<file path="config.mk">
export PLATFORM = sky130hd
export DESIGN_NAME = vend_scheduler
export DESIGN_NICKNAME = d
export VERILOG_FILES = /design/src/rtl/vend_pkg.sv /design/src/rtl/vend_scheduler_rr_arbiter.sv /design/src/rtl/vend_scheduler.sv
export SDC_FILE = /design/constraint.sdc
export NUM_CORES = 1
export LEC_CHECK = 0
export CAP_MARGIN = 10
export CORE_MARGIN = 10
export CORE_UTILIZATION = 53
export DETAILED_ROUTE_END_ITERATION = 7
export PLACE_DENSITY = 0.89
export SETUP_SLACK_MARGIN = 0.15
export SLEW_MARGIN = 10
export SYNTH_ARGS = -nofsm -noshare
export SYNTH_HDL_FRONTEND = slang
export SYNTH_SLANG_ARGS = --single-unit
</file>
<file path="constraint.sdc">
create_clock -name clk -period 2.7 [get_ports clk]
set_input_delay 0.27 -clock clk [delete_from_list [all_inputs] [get_ports clk]]
set_output_delay 0.27 -clock clk [all_outputs]
set_load 0.01 [all_outputs]
</file>
<file path="src/rtl/vend_pkg.sv">
// vend_pkg: shared encodings for the multi-panel vending dispenser
// scheduler (FSM states, item codes, default panel count).
package vend_pkg;

  localparam int N_REQ_DEF = 4;

  localparam logic [2:0] S_IDLE    = 3'd0;
  localparam logic [2:0] S_GRANT   = 3'd1;
  localparam logic [2:0] S_START   = 3'd2;
  localparam logic [2:0] S_WAIT    = 3'd3;
  localparam logic [2:0] S_RELEASE = 3'd4;

  localparam logic [1:0] ITEM_NONE = 2'b00;
  localparam logic [1:0] ITEM1     = 2'b01;
  localparam logic [1:0] ITEM2     = 2'b10;
  localparam logic [1:0] ITEM3     = 2'b11;

endpackage

</file>
<file path="src/rtl/vend_scheduler_rr_arbiter.sv">
// rr_arbiter: combinational round-robin pick, search starts at ptr_i
// and wraps modulo N_REQ.
module rr_arbiter
  import vend_pkg::*;
#(
  parameter int N_REQ = N_REQ_DEF,
  parameter int IW    = (N_REQ > 1) ? $clog2(N_REQ) : 1
) (
  input  logic [N_REQ-1:0] valid_i,
  input  logic [IW-1:0]    ptr_i,
  output logic [IW-1:0]    winner_o,
  output logic             any_valid_o
);

  localparam int W = IW + 1;

  logic [2*N_REQ-1:0] dbl;
  logic [N_REQ-1:0]   rot;
  logic [W-1:0]       off;
  logic [W-1:0]       sum;

  // Rotate so bit 0 is the panel at ptr, then take the lowest set bit.
  always_comb begin
    dbl = {valid_i, valid_i} >> ptr_i;
    rot = dbl[N_REQ-1:0];
    off = '0;
    for (int k = N_REQ - 1; k >= 0; k--) begin
      if (rot[k]) off = W'(k);
    end
    sum = {1'b0, ptr_i} + off;
    if (sum >= W'(N_REQ)) sum = sum - W'(N_REQ);
    winner_o    = sum[IW-1:0];
    any_valid_o = |valid_i;
  end

endmodule

</file>
<file path="src/rtl/vend_scheduler.sv">
// vend_scheduler: arbitrates N_REQ panels onto one dispenser, runs the
// start/done handshake with a timeout, and counts completed vends.
module vend_scheduler
  import vend_pkg::*;
#(
  parameter int N_REQ   = N_REQ_DEF,
  parameter int TIMEOUT = 200
) (
  input  logic               clk,
  input  logic               rst_n,
  input  logic [N_REQ-1:0]   req,
  input  logic [2*N_REQ-1:0] req_item,
  output logic [N_REQ-1:0]   grant,
  output logic               disp_start,
  output logic [1:0]         disp_item,
  input  logic               disp_done,
  output logic               timeout_err,
  output logic [7:0]         served_cnt
);

  localparam int IW = (N_REQ > 1) ? $clog2(N_REQ) : 1;
  localparam int CW = $clog2(TIMEOUT + 1);

  logic [2:0]       state_q, state_d;
  logic [IW-1:0]    ptr_q, ptr_d;
  logic [IW-1:0]    win_q, win_d;
  logic [N_REQ-1:0] grant_q, grant_d;
  logic [1:0]       item_q, item_d;
  logic             start_q, start_d;
  logic             err_q, err_d;
  logic [7:0]       served_q, served_d;
  logic [CW-1:0]    cnt_q, cnt_d;

  logic [N_REQ-1:0] valid;
  logic [IW-1:0]    win;
  logic             any;
  logic [1:0]       win_item;

  always_comb begin
    valid    = '0;
    win_item = ITEM_NONE;
    for (int i = 0; i < N_REQ; i++) begin
      valid[i] = req[i] && (req_item[2*i +: 2] != ITEM_NONE);
      if (win == IW'(i)) win_item = req_item[2*i +: 2];
    end
  end

  rr_arbiter #(
    .N_REQ (N_REQ),
    .IW    (IW)
  ) u_arb (
    .valid_i     (valid),
    .ptr_i       (ptr_q),
    .winner_o    (win),
    .any_valid_o (any)
  );

  always_comb begin
    state_d  = state_q;
    ptr_d    = ptr_q;
    win_d    = win_q;
    grant_d  = grant_q;
    item_d   = item_q;
    start_d  = 1'b0;
    err_d    = err_q;
    served_d = served_q;
    cnt_d    = cnt_q;
    unique case (state_q)
      S_IDLE: begin
        if (any) begin
          win_d   = win;
          item_d  = win_item;
          grant_d = N_REQ'(1) << win;
          state_d = S_GRANT;
        end
      end
      S_GRANT: begin
        start_d = 1'b1;
        state_d = S_START;
      end
      S_START: begin
        cnt_d   = '0;
        state_d = S_WAIT;
      end
      S_WAIT: begin
        // A done arriving on the timeout cycle still counts as a vend.
        if (disp_done) begin
          served_d = served_q + 8'd1;
          grant_d  = '0;
          state_d  = S_RELEASE;
        end else if (cnt_q == CW'(TIMEOUT - 1)) begin
          err_d   = 1'b1;
          grant_d = '0;
          state_d = S_RELEASE;
        end else begin
          cnt_d = cnt_q + CW'(1);
        end
      end
      S_RELEASE: begin
        ptr_d   = (win_q == IW'(N_REQ - 1)) ? '0 : win_q + IW'(1);
        state_d = S_IDLE;
      end
      default: state_d = S_IDLE;
    endcase
  end

  always_ff @(posedge clk) begin
    if (!rst_n) begin
      state_q  <= S_IDLE;
      ptr_q    <= '0;
      win_q    <= '0;
      grant_q  <= '0;
      item_q   <= ITEM_NONE;
      start_q  <= 1'b0;
      err_q    <= 1'b0;
      served_q <= '0;
      cnt_q    <= '0;
    end else begin
      state_q  <= state_d;
      ptr_q    <= ptr_d;
      win_q    <= win_d;
      grant_q  <= grant_d;
      item_q   <= item_d;
      start_q  <= start_d;
      err_q    <= err_d;
      served_q <= served_d;
      cnt_q    <= cnt_d;
    end
  end

  assign grant       = grant_q;
  assign disp_start  = start_q;
  assign disp_item   = item_q;
  assign timeout_err = err_q;
  assign served_cnt  = served_q;

endmodule

</file>
Yosys cells after proc, flatten, opt, wreduce, memory -nomap -nowiden
Index checks and enable logic that the tools add are counted.
{ "totals": {"ff_bits": 31, "in_bits": 15, "out_inout_bits": 16, "elab_cells": 72} }
{ "op_classes": {"addsub": 5, "magnitude_cmp": 1, "n_eq_ne": 13, "n_shift": 2, "n_mux": 22, "n_bitwise": 1, "n_reduce_logical": 19} }
{ "ops": {"columns": ["operator", "n"], "rows": [
  ["$mux W2", 10],
  ["$add A8 B1 Y8 const B", 2],
  ["$mux W8", 2],
  ["$pmux W8 S2", 1],
  ["$mux W4", 3],
  ["$pmux W3 S4", 1],
  ["$reduce_bool A2 Y1", 6],
  ["$mux W3", 3],
  ["$reduce_and A3 Y1", 3],
  ["$eq A8 B8 Y1 const B", 1],
  ["$pmux W4 S2", 1],
  ["$shr A8 B2 Y4", 1],
  ["$eq A2 B2 Y1 const B", 3],
  ["$eq A3 B2 Y1 const B", 2],
  ["$ne A2 B2 Y1 const B", 3],
  ["$reduce_and A2 Y1", 3],
  ["$logic_and A1 B1 Y1", 4],
  ["$reduce_or A4 Y1", 1],
  ["$shl A1 B2 Y4 const A", 1],
  ["$add A2 B2 Y3", 1],
  ["$eq A3 B1 Y1 const B", 1],
  ["$eq A3 B3 Y1 const B", 1],
  ["$ge A3 B3 Y1 const B", 1],
  ["$logic_not A3 Y1", 1],
  ["other kinds (7)", 7]
]} }

Depth between registers and ports, before layout
Gate-level depths: netlist of run 1.
{ "depth": {"depth_word": 15, "depth_mapped": 10, "depth_no_buf": 9} }

Cells and area by module
Synthesis of run 1 repeated with hierarchy kept, for this count alone.
{ "unflattened": {"cells_unflattened": 185, "hier_area_um2": 1783.0} }
{ "modules_own_cells": {"columns": ["module", "n_inst", "cells_per_inst", "area_per_inst_um2", "seq_area_each_um2"], "rows": [
  ["vend_scheduler", 1, 158, 1604.0, 620.6],
  ["rr_arbiter", 1, 27, 178.9, 0.0]
]} }

Worst setup path before layout of run 1
No wires, ideal clock.
{ "synth_path": {"path_kind": "in2reg", "start": "input port req_item[5]", "end": "register item_q[1] (netlist: disp_item[1])", "t_arrival_ns": 2.274, "t_required_ns": 2.576, "setup_slack_ns": 0.302, "cell_stages": 9, "path_buffers": 0, "cell_sequence": "o21ai_1 > nor3_1 > a311oi_1 > o211ai_1 > ha_1 > xnor2_4 > mux4_1 > o21ai_0 > a31oi_1"} }
{ "synth_between": {"elab_chain_cells": 15} }
{ "synth_rtl": {"columns": ["element", "line", "text"], "rows": [
  ["start: declaration", "vend_scheduler.sv:12", "input logic [2*N_REQ-1:0] req_item,"],
  ["$reduce_bool A2 Y1", "vend_scheduler.sv:43", "valid[i] = req[i] && (req_item[2*i +: 2] != ITEM_NONE);"],
  ["$logic_and A1 B1 Y1", "vend_scheduler.sv:43", null],
  ["$shr A8 B2 Y4", "vend_scheduler_rr_arbiter.sv:24", "dbl = {valid_i, valid_i} >> ptr_i;"],
  ["$mux W2 (4 in series)", "vend_scheduler_rr_arbiter.sv:28", "if (rot[k]) off = W'(k);"],
  ["$add A2 B2 Y3", "vend_scheduler_rr_arbiter.sv:30", "sum = {1'b0, ptr_i} + off;"],
  ["$ge A3 B3 Y1 / $sub A2 B1 Y2 (equally long branches)", "vend_scheduler_rr_arbiter.sv:31", "if (sum >= W'(N_REQ)) sum = sum - W'(N_REQ);"],
  ["$mux W2", "vend_scheduler_rr_arbiter.sv:31", null],
  ["$logic_not A2 Y1", "vend_scheduler.sv:44", "if (win == IW'(i)) win_item = req_item[2*i +: 2];"],
  ["$mux W2 (4 in series)", "vend_scheduler.sv:44", null],
  ["end signal: assignment", "vend_scheduler.sv:123", "item_q <= item_d;"],
  ["end: declaration", "vend_scheduler.sv:28", "logic [1:0] item_q, item_d;"]
]} }
Several ways; a longest one is shown, not always the timed one.
A chain may end at the register's enable or synchronous reset.

Worst setup path in the final report of run 1
Ends and elaborated chain as after synthesis.

==> flow_metrics.env, run 1 <==
export IMPL_outcome="complete, no violations"
export IMPL_power_mw=1.12
export IMPL_arrival_ns=2.61
export IMPL_netlist_instances=205
export IMPL_core_area_um2=3390
export IMPL_crit_chain="clkdlybuf4s50_1 -> o21a_1 -> o311a_1 -> o211ai_1 -> ha_1 -> xnor2_4 -> mux4_1 -> o21ai_0 -> a31oi_1"
export IMPL_layout_commonest_cell="dfxtp_1"
export IMPL_diodes=0
export IMPL_required_ns=2.92
export IMPL_cts_buffers=5
export IMPL_hp_class="register to register"
export IMPL_whs_ns=0.482
export IMPL_fin_util_pct=71.1
export IMPL_p_int_mw=0.816
export IMPL_drv_slew=0
export IMPL_io_buffers=30
export IMPL_synth_cell_types=53
export IMPL_tritoncts="yes"
export IMPL_dp_hpwl_mm=3.27
export IMPL_timing_final_crit_share_pct=88.8
export IMPL_register_area_um2=621
export IMPL_synth_top_family_by_area="compound AO/OA/AOI/OAI gates"
export IMPL_ys_warn_count=0
export IMPL_synth_compound_area_share_pct=25.9
export IMPL_yosys_area_share_simple_pct=22.1
export IMPL_cts_root_buf="clkbuf_4"
export IMPL_die_area_um2=6340
export IMPL_syn_area_um2=1880
export IMPL_finalClockSkew_ns=0.00575
export IMPL_fp_dieW_um=79.6
export IMPL_gp_congestion=0.887
export IMPL_syn_avg_cell_area_um2=9.19
export IMPL_cts_resized=0
export IMPL_fillers=245
export IMPL_tightest_slew_ns=0.584
export IMPL_pwr_share_clk_pct=34.2
export IMPL_max_slew_margin_pct=61.0
export IMPL_area_growth_pct=28.0
export IMPL_grt_max_degree=17
export IMPL_avgRoutedWirePerCell_um=14.1
export IMPL_rows=21
export IMPL_peakVddDrop_mv=0.362
export IMPL_cts_setup_buffers=0
export IMPL_setup_tns_ns=0
export IMPL_synth_xor_area_share_pct=7.50
export IMPL_p_switching_mw=0.309
export IMPL_pwr_share_comb_pct=21.1
export IMPL_synth_main_ff_cell="dfxtp_1"
export IMPL_hold_violations=0
export IMPL_nets=272
export IMPL_syn_nets=224
export IMPL_final_cell_mix="dfxtp_1 (31), clkdlybuf4s50_1 (30), nand2_1 (19), nor2_1 (19), buf_4 (18)"
export IMPL_place_area_um2=2320
export IMPL_final_area_um2=2410
export IMPL_worstSetupPathType="input port to register"
export IMPL_ys_seq_area_share_pct=32.9
export IMPL_synth_edf_count=0
export IMPL_clkLatencyLatePin_ns=0.34
export IMPL_cp_slowest_cell="mux4_1"
export IMPL_vias=1712
export IMPL_antenna_found_initial=0
export IMPL_rsz0062_at_grt="no"
export IMPL_drive_above_1_share_pct=19.7
export IMPL_clock_fmax_mhz=417
export IMPL_pwr_share_seq_pct=44.6
export IMPL_synth_fa_ha_area_share_pct=2.66
export IMPL_synth_mux_area_share_pct=5.31
export IMPL_clkTransAtPathRegs_ns=0.10
export IMPL_crit_path_end_kind="register"
export IMPL_multiInputGateArea_um2=1200
export IMPL_critPathLaunchType="input port"
export IMPL_drt_wl_total_mm=4.23
export IMPL_grt_ovfl_total=0
export IMPL_initial_core_util_pct=55.6
export IMPL_switching_share_pct=27.5
export IMPL_io_pins=31
export IMPL_drt_pass1_iterations=4
export IMPL_period_minus_slack_ns=2.40
export IMPL_clock_sinks=31
export IMPL_grt_pass1_vias=1589
export IMPL_grt_pass1_wl_mm=7.07
export IMPL_ys_seq_elements=31
export IMPL_hold_buffers=0
export IMPL_route_detailed_drc=0
export IMPL_drt_iter0_markers=112
export IMPL_cap_violations=0
export IMPL_p_per_area_nw_per_um2=466
export IMPL_path_max_fanout=5
export IMPL_cts_max_level=2
export IMPL_post_drt_via_cell_ratio=5.71
export IMPL_cts_buffer_depth=2
export IMPL_critical_path_max_stage_delay_ns=0.56
export IMPL_die_h_um=79.6
export IMPL_synth_async_sr_flop_share_pct=0
export IMPL_final_antenna_net_count=0
export IMPL_track_usage_pct=13.5
export IMPL_leakage_nw=0.856
export IMPL_setup_violations=0
-- sequential cells by signal, indices dropped and copies added (netlist names) --
name	count
timeout_err	1
state_q	3
disp_item	2
cnt_q	8
disp_start	1
win_q	2
grant	4
served_cnt	8
ptr_q	2
-- critical path, delay by kind of cell --
family	cells	cell delay (ns)
xor gates and xnor gates	1	0.17
muxes	1	0.56
buffers and inverters	1	0.44
AOI/OAI and AO/OA	5	0.91
adders and majority gates	1	0.26
-- logic make-up after synthesis --
family	Yosys count
buffers and inverters	11
DFF	31
xor gates and xnor gates	14
AOI/OAI and AO/OA	57
muxes	4
adders and majority gates	4
and+or+nand+nor	84
-- stage by stage --
step                      std cells  setup WS [ns]
after detailed placement        292        -0.0766
final                           300          0.302
after floorplan                 205          0.302
after global routing            300          0.174
after CTS                       300          0.294
after global placement          292        -0.0154
-- cell type report --
| type | count | area share [%] |
|---|---|---|
| multi-input cells | 163 | 49.6 |
| well taps | 46 | 2.39 |
| flip-flops and latches | 31 | 25.7 |
| inverters | 4 | 0.623 |
| clock buffers | 6 | 2.13 |
| clock inverters | 2 | 1.45 |
| repair buffers | 48 | 18.1 |
-- power by group through the flow --
| stage | Clock [mW] | Sequential [mW] | Combinational, mW |
|---|---|---|---|
| after floorplan | 0 | 0.508 | 0.149 |
| after global placement | 0 | 0.511 | 0.233 |
| after detailed placement | 0 | 0.512 | 0.237 |
| after CTS | 0.393 | 0.502 | 0.238 |
| after global routing | 0.407 | 0.505 | 0.262 |
| final | 0.385 | 0.502 | 0.238 |
-- path summary, 6_finish.rpt --
| path | start | end | slack, ns | depth (start not counted) |
|---|---|---|---|---|
| worst max-delay path | req_item[5] | disp_item[1]$_SDFFE_PN0P_ | 0.30 | 9 |
| worst min-delay path | grant[0]$_SDFFE_PN0P_ | grant[0]$_SDFFE_PN0P_ | 0.48 | 2 |
| worst max register to register | ptr_q[1]$_SDFFE_PN0N_ | disp_item[1]$_SDFFE_PN0P_ | 0.39 | 7 |
| worst min register to register | grant[0]$_SDFFE_PN0P_ | grant[0]$_SDFFE_PN0P_ | 0.48 | 2 |
-- synthesized netlist by cell type, types with 3 or more instances --
| library cell | instances | share of area (%) |
|---|---|---|
| nand4_1 | 4 | 1.3 |
| a21oi_1 | 8 | 2.1 |
| dfxtp_1 | 31 | 33 |
| o21ai_0 | 10 | 2.7 |
| and3_1 | 3 | 1.0 |
| a31oi_1 | 3 | 1.0 |
| inv_1 | 4 | 0.80 |
| nand3_1 | 17 | 4.5 |
| nand2_1 | 19 | 3.8 |
| ha_1 | 4 | 2.7 |
| o21a_1 | 3 | 1.2 |
| xnor2_1 | 7 | 3.3 |
| a211oi_2 | 7 | 4.6 |
| nor3_1 | 7 | 1.9 |
| nor3b_1 | 3 | 1.2 |
| nor2_1 | 19 | 3.8 |
| a2111oi_2 | 3 | 2.4 |
| nand2b_1 | 3 | 1.0 |
| buf_6 | 3 | 1.8 |
| xor2_1 | 6 | 2.8 |
| o21ai_1 | 3 | 0.80 |
-- metal layers --
layer / track usage [%] / part of all wire, %
met1: 16.1 / 44
met2: 21.8 / 48
met3: 3.83 / 6.6
met4: 5.91 / 0.97
met5: 0 / 0
Note: power is estimated with default switching activity, not from simulation.
==> run 2, diff against run 1 <==
Settings changed: CORE_UTILIZATION 53 to 55, CTS_BUF_LIST set to sky130_fd_sc_hd__clkbuf_4 sky130_fd_sc_hd__clkbuf_8.
==> flow_metrics.env, run 2 (same netlist as run 1, synthesis figures left out) <==
export IMPL_gr_max_usage_layer="met2"
export IMPL_tritoncts="yes"
export IMPL_critical_path_max_stage_delay_ns=0.57
export IMPL_grt_pass1_wl_mm=8.38
export IMPL_fillers=245
export IMPL_cap_violations=0
export IMPL_setup_tns_ns=0
export IMPL_drt_pass1_iterations=4
export IMPL_cp_slowest_cell="mux4_1"
export IMPL_avgRoutedWirePerCell_um=15.5
export IMPL_fp_dieW_um=78.5
export IMPL_p_per_area_nw_per_um2=447
export IMPL_drt_iter0_markers=135
export IMPL_max_slew_margin_pct=58.2
export IMPL_cts_buffers=5
export IMPL_die_h_um=78.5
export IMPL_rsz0062_at_grt="no"
export IMPL_io_buffers=30
export IMPL_drt_wl_total_mm=4.63
export IMPL_multiInputGateArea_um2=1200
export IMPL_switching_share_pct=28.9
export IMPL_hp_class="register to register"
export IMPL_pwr_share_comb_pct=22.8
export IMPL_drv_slew=0
export IMPL_path_max_fanout=4
export IMPL_cts_root_buf="clkbuf_4"
export IMPL_final_cell_mix="dfxtp_1 (30), clkdlybuf4s50_1 (29), nand2_1 (19), nor2_1 (19)"
export IMPL_crit_family="compound AO/OA/AOI/OAI gates"
export IMPL_pwr_share_seq_pct=46.9
export IMPL_core_area_um2=3310
export IMPL_hold_violations=0
export IMPL_p_switching_mw=0.310
export IMPL_tightest_slew_ns=0.623
export IMPL_crit_path_end_kind="register"
export IMPL_grt_use_met1_pct=19.9
export IMPL_clkLatencyLatePin_ns=0.34
export IMPL_leakage_nw=0.852
export IMPL_initial_core_util_pct=56.9
export IMPL_dp_hpwl_mm=3.48
export IMPL_route_detailed_drc=0
export IMPL_grt_util_met2_pct=25.8
export IMPL_io_pins=31
export IMPL_nets=271
export IMPL_critPathLaunchType="input port"
export IMPL_peakVddDrop_mv=0.376
export IMPL_critPathBufInv=1
export IMPL_antenna_found_initial=0
export IMPL_grt_max_degree=17
export IMPL_cts_buffer_depth=2
export IMPL_diodes=0
export IMPL_period_minus_slack_ns=2.43
export IMPL_register_area_um2=622
export IMPL_cts_max_level=2
export IMPL_area_growth_pct=27.2
export IMPL_pwr_share_clk_pct=30.3
export IMPL_fin_util_pct=72.4
export IMPL_grt_pass1_vias=1761
export IMPL_die_area_um2=6170
export IMPL_final_antenna_net_count=0
export IMPL_gp_congestion=0.922
export IMPL_rows=21
export IMPL_whs_ns=0.477
export IMPL_clkTransAtPathRegs_ns=0.10
export IMPL_track_usage_pct=16.3
export IMPL_drive_above_1_share_pct=20.2
export IMPL_met3_usage_pct=4.56
export IMPL_outcome="complete, no violations"
export IMPL_post_drt_via_cell_ratio=5.88
export IMPL_required_ns=2.91
export IMPL_p_int_mw=0.761
export IMPL_vias=1758
export IMPL_crit_chain="clkdlybuf4s50_1 -> o21a_1 -> nand3_1 -> o311a_1 -> o211ai_1 -> ha_2 -> xnor2_4 -> mux4_1 -> o21ai_0 -> a31oi_1"
export IMPL_cts_setup_buffers=0
export IMPL_hold_buffers=0
export IMPL_clock_sinks=31
export IMPL_timing_final_crit_share_pct=90.1
export IMPL_clock_fmax_mhz=411
export IMPL_arrival_ns=2.64
export IMPL_grt_ovfl_total=0
export IMPL_finalClockSkew_ns=0.0105
export IMPL_layout_commonest_cell="dfxtp_1"
export IMPL_setup_violations=0
export IMPL_worstSetupPathType="input port to register"
run 2: power by group through the flow:
stage	Sequential [mW]	Clock, mW	Combinational [mW]
3_3_place_gp	0.512	0	0.233
2_1_floorplan	0.508	0	0.149
5_1_grt	0.507	0.350	0.265
4_1_cts	0.502	0.325	0.243
6_report	0.503	0.325	0.244
3_5_place_dp	0.512	0	0.241
run 2: layer usage:
metal | part of all wire (%) | up-vias
met5 | 0 | -
met2 | 49 | 48
met4 | 1.6 | 0
met1 | 44 | 834
met3 | 5.4 | 8
li1 | - | 868
run 2: path summary, 6_finish.rpt:
| path | start | end | slack [ns] | cells past startpoint |
|---|---|---|---|---|
| worst min register to register | grant[0]$_SDFFE_PN0P_ | grant[0]$_SDFFE_PN0P_ | 0.48 | 2 |
| worst max register to register | ptr_q[0]$_SDFFE_PN0N_ | disp_item[1]$_SDFFE_PN0P_ | 0.34 | 9 |
| worst min-delay path | grant[0]$_SDFFE_PN0P_ | grant[0]$_SDFFE_PN0P_ | 0.48 | 2 |
| worst max-delay path | req_item[1] | disp_item[1]$_SDFFE_PN0P_ | 0.27 | 10 |
run 2: repair_timing:
| action | in CTS | in global routing |
|---|---|---|
| endpoints found under the setup margin | 0 | 2 |
| hold endpoints to repair | 0 | 0 |
| gates resized for setup | 0 | 4 |
run 2: area by class of cell:
| cell class | instances | share of cell area, % |
|---|---|---|
| clock buffers | 8 | 3.03 |
| flip-flops and latches | 31 | 26.0 |
| multi-input cells | 163 | 50.0 |
| inverters | 4 | 0.627 |
| well taps | 46 | 2.40 |
| repair buffers | 47 | 18.0 |
run 2: worst register-to-register path, stage by stage, from the launching register on:
cell and delay [ns]:
dfxtp_2 0.37, inv_1 0.16, nor3_1 0.08, a311oi_1 0.25, o211ai_1 0.14, ha_2 0.23, xnor2_4 0.21, mux4_1 0.58
o21ai_0 0.11, a31oi_1 0.12
run 2: through the flow:
stage	cell area, um^2	instances	total power [mW]	worst slack, ns
6_report	2400	299	1.07	0.268
5_1_grt	2400	299	1.12	0.169
4_1_cts	2390	299	1.07	0.205
3_5_place_dp	2320	291	0.753	-0.137
3_3_place_gp	2320	291	0.745	-0.0211
2_1_floorplan	1880	205	0.657	0.302
